`src/rtl/tx_fifo_param.sv`:
```
// tx_fifo_param: synchronous FIFO with registered read data, status flags, sticky errors and optional peak occupancy tracking
// Ports: clk, reset (sync, active-high), init (active-low soft clear), wr_enable/data_in write side,
//        rd_enable read side, data_out/valid_out registered read data, umbral_af/umbral_ae thresholds,
//        full/empty/almost_full/almost_empty flags, overflow_err/underflow_err sticky errors,
//        cnt_out occupancy, peak_cnt high-water mark (tracked only when FIFO_PEAK_TRACK_EN is defined).
module tx_fifo_param #(
    parameter int DATA_WIDTH = 6,
    parameter int ADDR_WIDTH = 2
) (
    input  logic                  clk,
    input  logic                  reset,
    input  logic                  init,
    input  logic                  wr_enable,
    input  logic                  rd_enable,
    input  logic [DATA_WIDTH-1:0] data_in,
    input  logic [ADDR_WIDTH:0]   umbral_af,
    input  logic [ADDR_WIDTH:0]   umbral_ae,
    output logic [DATA_WIDTH-1:0] data_out,
    output logic                  valid_out,
    output logic                  full_fifo,
    output logic                  empty_fifo,
    output logic                  almost_full_fifo,
    output logic                  almost_empty_fifo,
    output logic                  overflow_err,
    output logic                  underflow_err,
    output logic [ADDR_WIDTH:0]   cnt_out,
    output logic [ADDR_WIDTH:0]   peak_cnt
);
    localparam int DEPTH = 2 ** ADDR_WIDTH;
    localparam logic [ADDR_WIDTH:0] FULL_CNT = (ADDR_WIDTH + 1)'(DEPTH);
    logic [DATA_WIDTH-1:0] mem_q [DEPTH];
    logic [ADDR_WIDTH-1:0] wr_ptr_q, rd_ptr_q;
    logic [ADDR_WIDTH:0]   cnt_q, cnt_d;
    logic [DATA_WIDTH-1:0] data_out_q;
    logic                  valid_q, ovf_q, udf_q;
    logic                  clear, rd_acc, wr_acc;
    assign clear             = reset | ~init;
    assign full_fifo         = cnt_q == FULL_CNT;
    assign empty_fifo        = cnt_q == '0;
    assign almost_full_fifo  = cnt_q >= umbral_af;
    assign almost_empty_fifo = cnt_q <= umbral_ae;
    assign cnt_out           = cnt_q;
    assign data_out          = data_out_q;
    assign valid_out         = valid_q;
    assign overflow_err      = ovf_q;
    assign underflow_err     = udf_q;
    always_comb begin
        rd_acc = rd_enable & ~empty_fifo;
        // a read in the same cycle frees the slot, so a write on full is still accepted
        wr_acc = wr_enable & (~full_fifo | rd_acc);
        cnt_d  = (wr_acc & ~rd_acc) ? cnt_q + 1'b1 :
                 (rd_acc & ~wr_acc) ? cnt_q - 1'b1 : cnt_q;
    end
    always_ff @(posedge clk) begin
        if (clear) begin
            wr_ptr_q   <= '0;
            rd_ptr_q   <= '0;
            cnt_q      <= '0;
            data_out_q <= '0;
            valid_q    <= 1'b0;
            ovf_q      <= 1'b0;
            udf_q      <= 1'b0;
            for (int i = 0; i < DEPTH; i++) mem_q[i] <= '0;
        end else begin
            if (wr_acc) mem_q[wr_ptr_q] <= data_in;
            wr_ptr_q   <= wr_acc ? wr_ptr_q + 1'b1 : wr_ptr_q;
            rd_ptr_q   <= rd_acc ? rd_ptr_q + 1'b1 : rd_ptr_q;
            cnt_q      <= cnt_d;
            data_out_q <= rd_acc ? mem_q[rd_ptr_q] : '0;
            valid_q    <= rd_acc;
            ovf_q      <= ovf_q | (wr_enable & full_fifo & ~rd_acc);
            udf_q      <= udf_q | (rd_enable & empty_fifo);
        end
    end
`ifdef FIFO_PEAK_TRACK_EN
    logic [ADDR_WIDTH:0] peak_q;
    always_ff @(posedge clk) begin
        if (clear) peak_q <= '0;
        else peak_q <= (cnt_d > peak_q) ? cnt_d : peak_q;
    end
    assign peak_cnt = peak_q;
`else
    assign peak_cnt = '0;
`endif
endmodule

```
`config.mk`:
```
export PLATFORM = sky130hd
export DESIGN_NAME = tx_fifo_param
export DESIGN_NICKNAME = d
export VERILOG_FILES = /design/src/rtl/tx_fifo_param.sv
export SDC_FILE = /design/constraint.sdc
export NUM_CORES = 1
export LEC_CHECK = 0
export ABC_AREA = 1
export CORE_MARGIN = 3
export CORE_UTILIZATION = 50
export CTS_CLUSTER_SIZE = 28
export DETAILED_ROUTE_END_ITERATION = 8
export PLACE_DENSITY = 0.85
export SETUP_SLACK_MARGIN = 0.02
export SLEW_MARGIN = 25
export SYNTH_ARGS = -nofsm -noshare
export SYNTH_HDL_FRONTEND = slang
export SYNTH_SLANG_ARGS = --single-unit
```
`constraint.sdc`:
```
create_clock -name clk -period 4.9 [get_ports clk]
set_input_delay 0.98 -clock clk [delete_from_list [all_inputs] [get_ports clk]]
set_output_delay 0.98 -clock clk [all_outputs]
set_load 0.1 [all_outputs]
```
=== Word-level counts from Yosys, hierarchy flattened ===
Memory sizes are Yosys's and may differ from the RTL's. A register that Yosys moved wholly into a read port is not among the register bits.
Cells that the tools add are included.

* Mux-type cells: 10
* Add/sub/neg operators: 4
* $lt $le $gt $ge: 2
* Reductions and logical operators: 4
* Bitwise logic cells: 16
* Equality and inequality tests: 1

{| class="wikitable"
|+ Operator list
! kind !! number
|-
| 1-bit bitwise AND || 7
|-
| 1-bit 2-to-1 mux || 6
|-
| 3-bit 2-to-1 mux || 2
|-
| 6-bit 2-to-1 mux || 1
|-
| 6-bit OR reduction || 1
|-
| 1-bit NOT || 5
|-
| 2-bit by 1-bit adder with 2-bit output, second input constant || 2
|-
| 1-bit bitwise OR || 4
|-
| 3-bit by 1-bit adder with 3-bit output, second input constant || 1
|-
| 3-bit equality test, second input constant || 1
|-
| 3-bit greater-or-equal comparator || 1
|-
| 3-bit less-or-equal comparator || 1
|-
| 3-bit zero test || 1
|-
| 3-bit by 1-bit subtractor with 3-bit output, second input constant || 1
|-
| 2-bit 2-to-1 mux || 1
|-
| 2-bit nonzero test || 1
|-
| 2-bit OR reduction || 1
|}

* Memory bits (writable): 24
* Word-level logic and storage cells: 44
* Input port bits: 17
* Memories kept: 1
* Output and inout port bits: 19
* Register bits: 10

{| class="wikitable"
|+ Memories
! name !! words !! bits a word !! rd ports !! clocked after Yosys merged registers in !! wr ports !! RTL line !! text
|-
| mem_q || 4 || 6 || 1 || 1 || 4 || 31 || <nowiki>logic [DATA_WIDTH-1:0] mem_q [DEPTH];</nowiki>
|}

=== Logic depth before layout (Yosys ltp) ===
Gate-level depths: netlist (run 1).

* Depth in word-level cells: 10
* Depth in mapped cells: 13
* Gate-level depth less buffers: 13

=== Least setup slack after synthesis (run 1) ===
No wires, ideal clock.

* Path kind: register to output
* From: register cnt_q[2] (netlist: cnt_out[2])
* To: output full_fifo
* Arrival: 3.324 ns
* Cell stages (with the launch flop): 3
* Buffers on the path: 0
* Data required time: 3.920 ns
* Setup slack: 0.596 ns
* Cell sequence: dfxtp_1 -> inv_1 -> nor3_1

* Cells in the longest elaborated chain, start to end: 1

{| class="wikitable"
|+ RTL lines
! what !! RTL line !! text
|-
| start: declaration || 33 || <nowiki>logic [ADDR_WIDTH:0] cnt_q, cnt_d;</nowiki>
|-
| start signal: assignment || 68 || <nowiki>cnt_q <= cnt_d;</nowiki>
|-
| 3-bit equality test || 38 || <nowiki>assign full_fifo = cnt_q == FULL_CNT;</nowiki>
|-
| end: declaration || 20 || <nowiki>output logic full_fifo,</nowiki>
|}

Every way passes these cells.

=== Worst setup path after layout (run 1) ===
* From: input umbral_ae[2]
* To: output almost_empty_fifo

* Cells in the longest elaborated chain, start to end: 1

{| class="wikitable"
|+ RTL lines
! what !! RTL line !! text
|-
| start: declaration || 17 || <nowiki>input logic [ADDR_WIDTH:0] umbral_ae,</nowiki>
|-
| 3-bit less-or-equal comparator || 41 || <nowiki>assign almost_empty_fifo = cnt_q <= umbral_ae;</nowiki>
|-
| end: declaration || 23 || <nowiki>output logic almost_empty_fifo,</nowiki>
|}

Every way passes these cells.

==> results.toml, run 1 <==
[clocking]
root_buffer = "clkbuf_8"
numCtsBuffers = 5
clkTransAtPathRegs_ns = 0.08
cts.htree.levels = 2
clock_path_buffers = 2
cts_setup_buffers = 0
cts.sinks = 40
cts_resized = 0
clock_latency_ns = 0.30
ctsHoldBuffers = 0
cts_tree = "built"

[final_layout]
diodes = 0
num-fill-cells = 277
area_delta_synth_final_pct = 23.5
layout_common_cells = "41 x nor2_1, 31 x inv_1, 30 x clkdlybuf4s50_1"
final_common_cell = "nor2_1"
stdcell_area_sq_um = 2300
nets = 265
drive_above_1_share_pct = 5.39
multi_input_area_sq_um = 654
regArea_sq_um = 1040

[die]
rows = 21
ios = 36
fp.dieArea_sq_um = 4490
start_util_pct = 53.6
die_y_microns = 67.0
core_sq_um = 3470
die_w_microns = 67.0

[sta]
skew_ns = 0.00672
period_needed_ns = 3.31
rsz0062_at_grt = "no"
relSlewSlack_pct = 29.3
finalSetupViolations = 0
tns_ns = 0
fin_crit_sh_pct = 67.6
max_freq_mhz = 302
drv_slew = 0
hold_viol = 0
tightest_slew_ns = 1.05

[worst_setup_path]
timing.rr.end = "mem_q[1][0]"
slowest_delay_ns = 0.45
path_buf_inv = 3
cp.depth = 7
cp.required_ns = 3.92
ff2ff_path_depth = 3
crit_path_top_delay_cell = "clkdlybuf4s50_1"
r2r_setup_slack_ns = 2.88
path_cells = "clkdlybuf4s50_1, inv_1, ha_1, a21oi_1, o21ai_0, nand2_1, buf_4"
cp-end-kind = "output pin"
reg2reg_from = "wr_ptr_q[1]"
arrival_ns = 2.33
startpoint_type = "input pin"
crit_family = "buffers and inverters"
worstSetupPathType = "in -> out"
endpoint = "almost_empty_fifo"
cp_max_fo = 3
startpoint = "umbral_ae[2]"

[global_route]
gr-total-overflow = 0
antenna_found_initial = 0
grt_pass1_wl_mm = 6.25
grt_pass1_vias = 1362
grt_max_degree = 16
grt_util_all_layers_pct = 19.6

[pwr]
seq_power_share_pct = 46.5
ir_drop_mv = 0.267
power_frac_clock_pct = 32.4
swShare_pct = 30.8
internal_power_uw = 569
comb_power_share_pct = 21.1
power_density_nw_per_um2 = 358
leakagePower_uw = 0.000966
p_sw_uw = 253

[synthesis]
synth_top_family_by_area = "simple AND/OR/NAND/NOR gates"
synth_top_area_share_pct = 38.8
synth.largest_area_cell = "edfxtp_1"
ys.warnings.count = 0
synth-simple-area-share_pct = 17.8
muxShareOfSynthArea_pct = 0
syn-instance-count = 207
synth_seq_cells = 40
synthTopCellsByArea = "edfxtp_1 39%, dfxtp_1 17%, nor2_1 8.3%, inv_1 6.3%, o21ai_0 5.7%"
synth_fa_ha_area_share_pct = 5.79
synth_compound_gate_area_share_pct = 10.5
post_synth_xor_area_fraction_pct = 0.471
synth_cell_type_count = 24
synth-seq-area-share_pct = 56.0
synth_area_sq_um = 1860
postSynthAreaPerCell_sq_um = 8.98

[place]
hpwl_mm = 2.64
dpl-instance-area_sq_um = 2190
place_congestion = 0.787
portBuffers = 32

[routing]
routed_wl_mm = 3.80
drtAntennaViolNets = 0
drcViolationCount = 0
viasPerCell = 5.02
drt_iter0_drc = 88
wl_per_cell_microns = 13.2
drt_first_pass_iters = 4
vias = 1440

[outcome]
status = "complete, no violations"

[min_path]
hold_class = "reg -> reg"

[run]
max-cap-violations = 0
-- tightest hold or removal path: stages, from the launching register on --
cell     delay (ns)
dfxtp_1        0.32
inv_1          0.05
a21oi_1        0.05
-- kinds of logic after synthesis --
logic type | count (synthesis)
other | 1
XOR/XNOR | 1
adder cells (fa/ha/maj) | 8
buffers and inverters | 40
AND/OR/NAND/NOR | 79
AO/OA/AOI/OAI | 38
flip-flops | 40
-- routing by layer --
layer,vias to the layer above,wire [microns],global-route usage [%]
met1,650,1520,24.6
met4,0,27,8.35
met2,52,1990,31.9
li1,735,-,-
met3,3,249,5.06
met5,-,0,0
-- through the flow --
stage | setup WS [ns] | hold slack [ns] | std cells | total power [uW] | utilization [%]
finish | 1.59 | 0.458 | 287 | 822 | 66.2
global route | 1.51 | 0.482 | 287 | 852 | 66.2
CTS | 1.59 | 0.462 | 287 | 825 | 66.2
detailed placement | 1.58 | 0.450 | 279 | 563 | 63.1
global placement | 1.60 | 0.438 | 279 | 560 | 63.1
floorplan | 0.596 | 0.490 | 209 | 520 | -
-- Yosys cell counts --
cell,number
inv_1,31
nand3_2,1
inv_2,1
xor2_1,1
ha_1,7
buf_4,5
nor2_4,1
nand2_2,1
o211ai_1,1
nand2_1,21
conb_1,1
buf_2,2
a21oi_1,14
o21ai_0,21
dfxtp_1,16
edfxtp_1,24
fa_1,1
nor2_1,41
nand3_1,6
clkbuf_1,1
nand4_1,1
nor3_1,7
o21a_1,1
o21ai_1,1
-- power by group through the flow --
| stage | clock (uW) | combinational [uW] | sequential, uW |
|---|---|---|---|
| final | 267 | 173 | 382 |
| after global routing | 280 | 188 | 384 |
| after CTS | 268 | 174 | 382 |
| after detailed placement | 0 | 173 | 390 |
| after global placement | 0 | 171 | 389 |
| after floorplan | 0 | 107 | 413 |
-- how the worst min path moves through the flow --
stage	start	endpoint	depth (start not counted)
CTS	overflow_err	overflow_err	2
finish	overflow_err	overflow_err	2
floorplan	mem_q[3][0]	data_out[0]	2
global placement	overflow_err	overflow_err	2
global route	overflow_err	overflow_err	2
detailed placement	overflow_err	overflow_err	2
-- cell type report --
type	instances	area share, %
well taps	46	2.51
clock inverters	2	1.53
repair buffers	32	13.7
flip-flops and latches	40	45.3
inverters	32	5.23
clock buffers	6	3.16
multi-input cells	129	28.5
-- state kept, by name (all words and copies together) (netlist names) --
register and flops:
cnt_out 3, data_out 6, mem_q 24, overflow_err 1, rd_ptr_q 2, underflow_err 1, valid_out 1, wr_ptr_q 2
Power figures use the tool's default switching activity.
==> inputs of run 2 (changes only) <==
- clock period: 4.9 -> 3.14 ns (I/O delays scaled with it)
==> run 2 against run 1 <==
  * Wire length increased by 4.9%
  * Count of clock-buffer cells in the layout unchanged
  * Hold slack improved by 0.011 ns
  * Total power rose by 50%
  * Sequential share of layout area about the same
  * Utilization rose by 0.47 points
  * Non-clock buffer count grew 4
  * Die area unchanged
  * Register-to-register slack lost 1.8 ns
  * Global-route usage increased by 0.079 points
  * Cell area rose by 0.71%
  * Worst setup slack got worse by 1.0 ns
==> results.toml, run 2 (same netlist as run 1, synthesis figures left out) <==
[global_route]
grt_pass1_wl_mm = 6.53
antenna_found_initial = 0
grt_util_all_layers_pct = 19.7
grt_max_degree = 16
gr-total-overflow = 0
grt_pass1_vias = 1471

[worst_setup_path]
cp-end-kind = "output pin"
cp.required_ns = 2.51
arrival_ns = 1.95
worstSetupPathType = "in -> out"
cp_max_fo = 3
startpoint_type = "input pin"

[clocking]
cts_resized = 0
cts.sinks = 40
clock_latency_ns = 0.29
ctsHoldBuffers = 0
cts.htree.levels = 2
numCtsBuffers = 5
cts_tree = "built"
cts_setup_buffers = 0
clock_path_buffers = 2
root_buffer = "clkbuf_8"
clkTransAtPathRegs_ns = 0.07

[die]
rows = 21
core_sq_um = 3470
start_util_pct = 53.6
fp.dieArea_sq_um = 4490
die_y_microns = 67.0
die_w_microns = 67.0
ios = 36

[sta]
drv_slew = 0
tns_ns = 0
tightest_slew_ns = 0.581
timing.hold.ws_ns = 0.469
period_needed_ns = 2.58
relSlewSlack_pct = 61.0
fin_crit_sh_pct = 82.3
finalSetupViolations = 0
hold_viol = 0
max_freq_mhz = 387
rsz0062_at_grt = "no"
skew_ns = 0.00323

[final_layout]
final_common_cell = "nor2_1"
nets = 269
num-fill-cells = 280
largest_reg_flops = 24
largest_register = "mem_q"
area_delta_synth_final_pct = 24.4
drive_above_1_share_pct = 14.7
diodes = 0
layout_common_cells = "41 x nor2_1, 31 x inv_1, 24 x edfxtp_1"
final_cells = 291

[routing]
wl_per_cell_microns = 13.7
viasPerCell = 5.04
routed_wl_mm = 3.98
drtAntennaViolNets = 0
drt_iter0_drc = 120
vias = 1466
drt_first_pass_iters = 4
drcViolationCount = 0

[min_path]
hold_class = "reg -> reg"

[place]
hpwl_mm = 2.92
portBuffers = 32
place_congestion = 0.749
numPlacedInstances = 283

[outcome]
status = "complete, no violations"

[run]
max-cap-violations = 0

[pwr]
ir_drop_mv = 0.269
power_density_nw_per_um2 = 534
leakagePower_uw = 0.00102
power_uw = 1230
## run 2: area by class of cell
cell class | count | area, sq um | share of cell area (%)
multi-input cells | 129 | 659 | 28.5
clock inverters | 2 | 10.0 | 0.433
inverters | 32 | 120 | 5.19
flip-flops and latches | 40 | 1050 | 45.3
well taps | 46 | 57.6 | 2.49
clock buffers | 6 | 82.6 | 3.57
repair buffers | 36 | 335 | 14.5
## run 2: through the flow
stage	instance area (sq um)	utilization, %	setup slack, ns
after floorplan	1880	-	0.0396
after global placement	2220	64.0	0.547
after detailed placement	2220	64.0	0.471
after CTS	2310	66.7	0.547
after global routing	2310	66.7	0.477
final	2310	66.7	0.557
## run 2: path summary, 6_finish.rpt
path	start	end	slack, ns	cells after the start
setup / recovery	umbral_af[2]	almost_full_fifo	0.56	6
hold / removal	overflow_err	overflow_err	0.47	2
setup reg to reg	cnt_out[0]	cnt_out[2]	1.10	12
hold reg to reg	overflow_err	overflow_err	0.47	2
## run 2: where the power goes
part / switching (uW) / internal [uW] / total, uW
combinational: 204 / 84.2 / 288
sequential: 16.4 / 581 / 597
clock: 173 / 175 / 349
## run 2: routing by layer
layer	vias to the layer above	share of wire (%)	routed length [microns]	global-route usage, %
li1	743	-	-	-
met3	5	5.1	202	3.04
met5	-	0	0	0
met4	0	1.2	49	7.09
met1	675	40	1610	22.6
met2	43	53	2130	36.5
## run 2: worst max-delay path, stage by stage
cell and delay [ns]:
clkdlybuf4s50_1 0.45, inv_1 0.04, ha_1 0.30, nand2_1 0.05, o211ai_1 0.26, buf_12 0.22
==> inputs of run 3 (changes only) <==
- clock period: 3.14 -> 2.5 ns (I/O delays scaled with it)
==> run 3 against run 2 <==
  * Combinational power rose by 31%
  * Global-route usage fell by 0.13 points
  * Utilization rose by 1.4 points
  * Sequential share of layout area fell by 0.70 points
  * Cell area rose by 2.1%
  * Via count fell by 0.14%
  * Clock power rose by 18%
  * Final cell count rose by 0.69%
  * Largest power group unchanged
==> results.toml, run 3 (same netlist as run 1, synthesis figures left out) <==
[worst_setup_path]
timing.rr.end = "mem_q[2][4]"
r2r_setup_slack_ns = 0.45
reg2reg_from = "wr_ptr_q[1]"
cp_max_fo = 3
arrival_ns = 1.90
ff2ff_path_depth = 2
startpoint_type = "input pin"
startpoint = "umbral_af[2]"
cp.required_ns = 2.00
cp-end-kind = "output pin"
worstSetupPathType = "in -> out"

[sta]
finalSetupViolations = 0
drv_slew = 0
hold_viol = 0
rsz0062_at_grt = "no"
period_needed_ns = 2.40
fin_crit_sh_pct = 95.9
tns_ns = 0
fin_ws_ns = 0.104
max_freq_mhz = 417
timing.hold.ws_ns = 0.453
relSlewSlack_pct = 33.7
skew_ns = 0.0105
tightest_slew_ns = 0.985

[global_route]
grt_max_degree = 15
grt_pass1_wl_mm = 6.22
grt_pass1_vias = 1359
antenna_found_initial = 0
gr-total-overflow = 0
grt_util_all_layers_pct = 19.6

[min_path]
hp-start = "overflow_err"
hold_class = "reg -> reg"
hold_depth = 2
hold_end = "overflow_err"

[pwr]
power_density_nw_per_um2 = 651
ir_drop_mv = 0.414
power_frac_clock_pct = 26.8
swShare_pct = 32.5
leakagePower_uw = 0.00102
seq_power_share_pct = 48.7
internal_power_uw = 1040
p_sw_uw = 500
comb_power_share_pct = 24.5

[clocking]
cts_setup_buffers = 0
clkTransAtPathRegs_ns = 0.07
cts_resized = 0
clock_path_buffers = 2
cts.htree.levels = 2
clock_latency_ns = 0.29
numCtsBuffers = 5
cts_tree = "built"
cts.sinks = 40
root_buffer = "clkbuf_8"
ctsHoldBuffers = 0

[outcome]
status = "complete, no violations"

[routing]
drcViolationCount = 0
routed_wl_mm = 3.94
vias = 1464
drt_iter0_drc = 61
drt_first_pass_iters = 4
wl_per_cell_microns = 13.4
viasPerCell = 5.00
drtAntennaViolNets = 0

[place]
dpl-instance-area_sq_um = 2270
dp_slack_ns = 0.0693
hpwl_mm = 2.93
portBuffers = 32
place_congestion = 0.801

[die]
die_y_microns = 67.0
start_util_pct = 53.6
ios = 36
rows = 21
fp.dieArea_sq_um = 4490
core_sq_um = 3470
die_w_microns = 67.0

[final_layout]
largest_register = "mem_q"
largest_reg_flops = 24
utilization_pct = 68.0
final_common_cell = "nor2_1"
area_delta_synth_final_pct = 26.9
drive_above_1_share_pct = 17.0
layout_common_cells = "41 x nor2_1, 28 x inv_1, 24 x edfxtp_1"
diodes = 0
stdcell_area_sq_um = 2360
nets = 271

[run]
max-cap-violations = 0
## run 3: routing by layer
metal	wire length [microns]	up-vias	GRT usage, %
met5	0	-	0
met4	113	0	9.62
met3	170	12	5.40
met2	1940	42	32.1
met1	1710	663	23.5
li1	-	747	-
## run 3: how the worst max path moves through the flow
stage	cells after the start	slack, ns	to
global route	6	0.04	almost_full_fifo
finish	6	0.10	almost_full_fifo
global placement	6	0.12	almost_full_fifo
floorplan	4	-0.29	almost_full_fifo
detailed placement	5	0.07	mem_q[2][5]
CTS	6	0.09	almost_full_fifo
## run 3: layout make-up
type                            count  area [sq um]
Clock inverter                      2          12.5
Inverter                           32           130
Fill cell                         283          1110
Tap cell                           46          57.6
Multi-Input combinational cell    129           684
Sequential cell                    40          1050
Timing Repair Buffer               38           350
Clock buffer                        6          72.6
## run 3: worst max-delay path: stages
cell and delay [ns]:
clkdlybuf4s50_1 0.56, inv_8 0.04, ha_4 0.27, nand2_1 0.05
o211ai_1 0.26, buf_12 0.21
## run 3: stage by stage
step / std cells / power, uW
6_report: 293 / 1540
4_1_cts: 293 / 1540
3_5_place_dp: 285 / 1140
2_1_floorplan: 209 / 1030
3_3_place_gp: 285 / 1130
5_1_grt: 293 / 1600
## run 3: power groups by stage
| stage | Clock, uW | Combinational (uW) | Sequential (uW) |
|---|---|---|---|
| final | 411 | 376 | 749 |
| after floorplan | 0 | 213 | 812 |
| after global placement | 0 | 368 | 762 |
| after global routing | 440 | 404 | 752 |
| after CTS | 414 | 377 | 749 |
| after detailed placement | 0 | 376 | 764 |
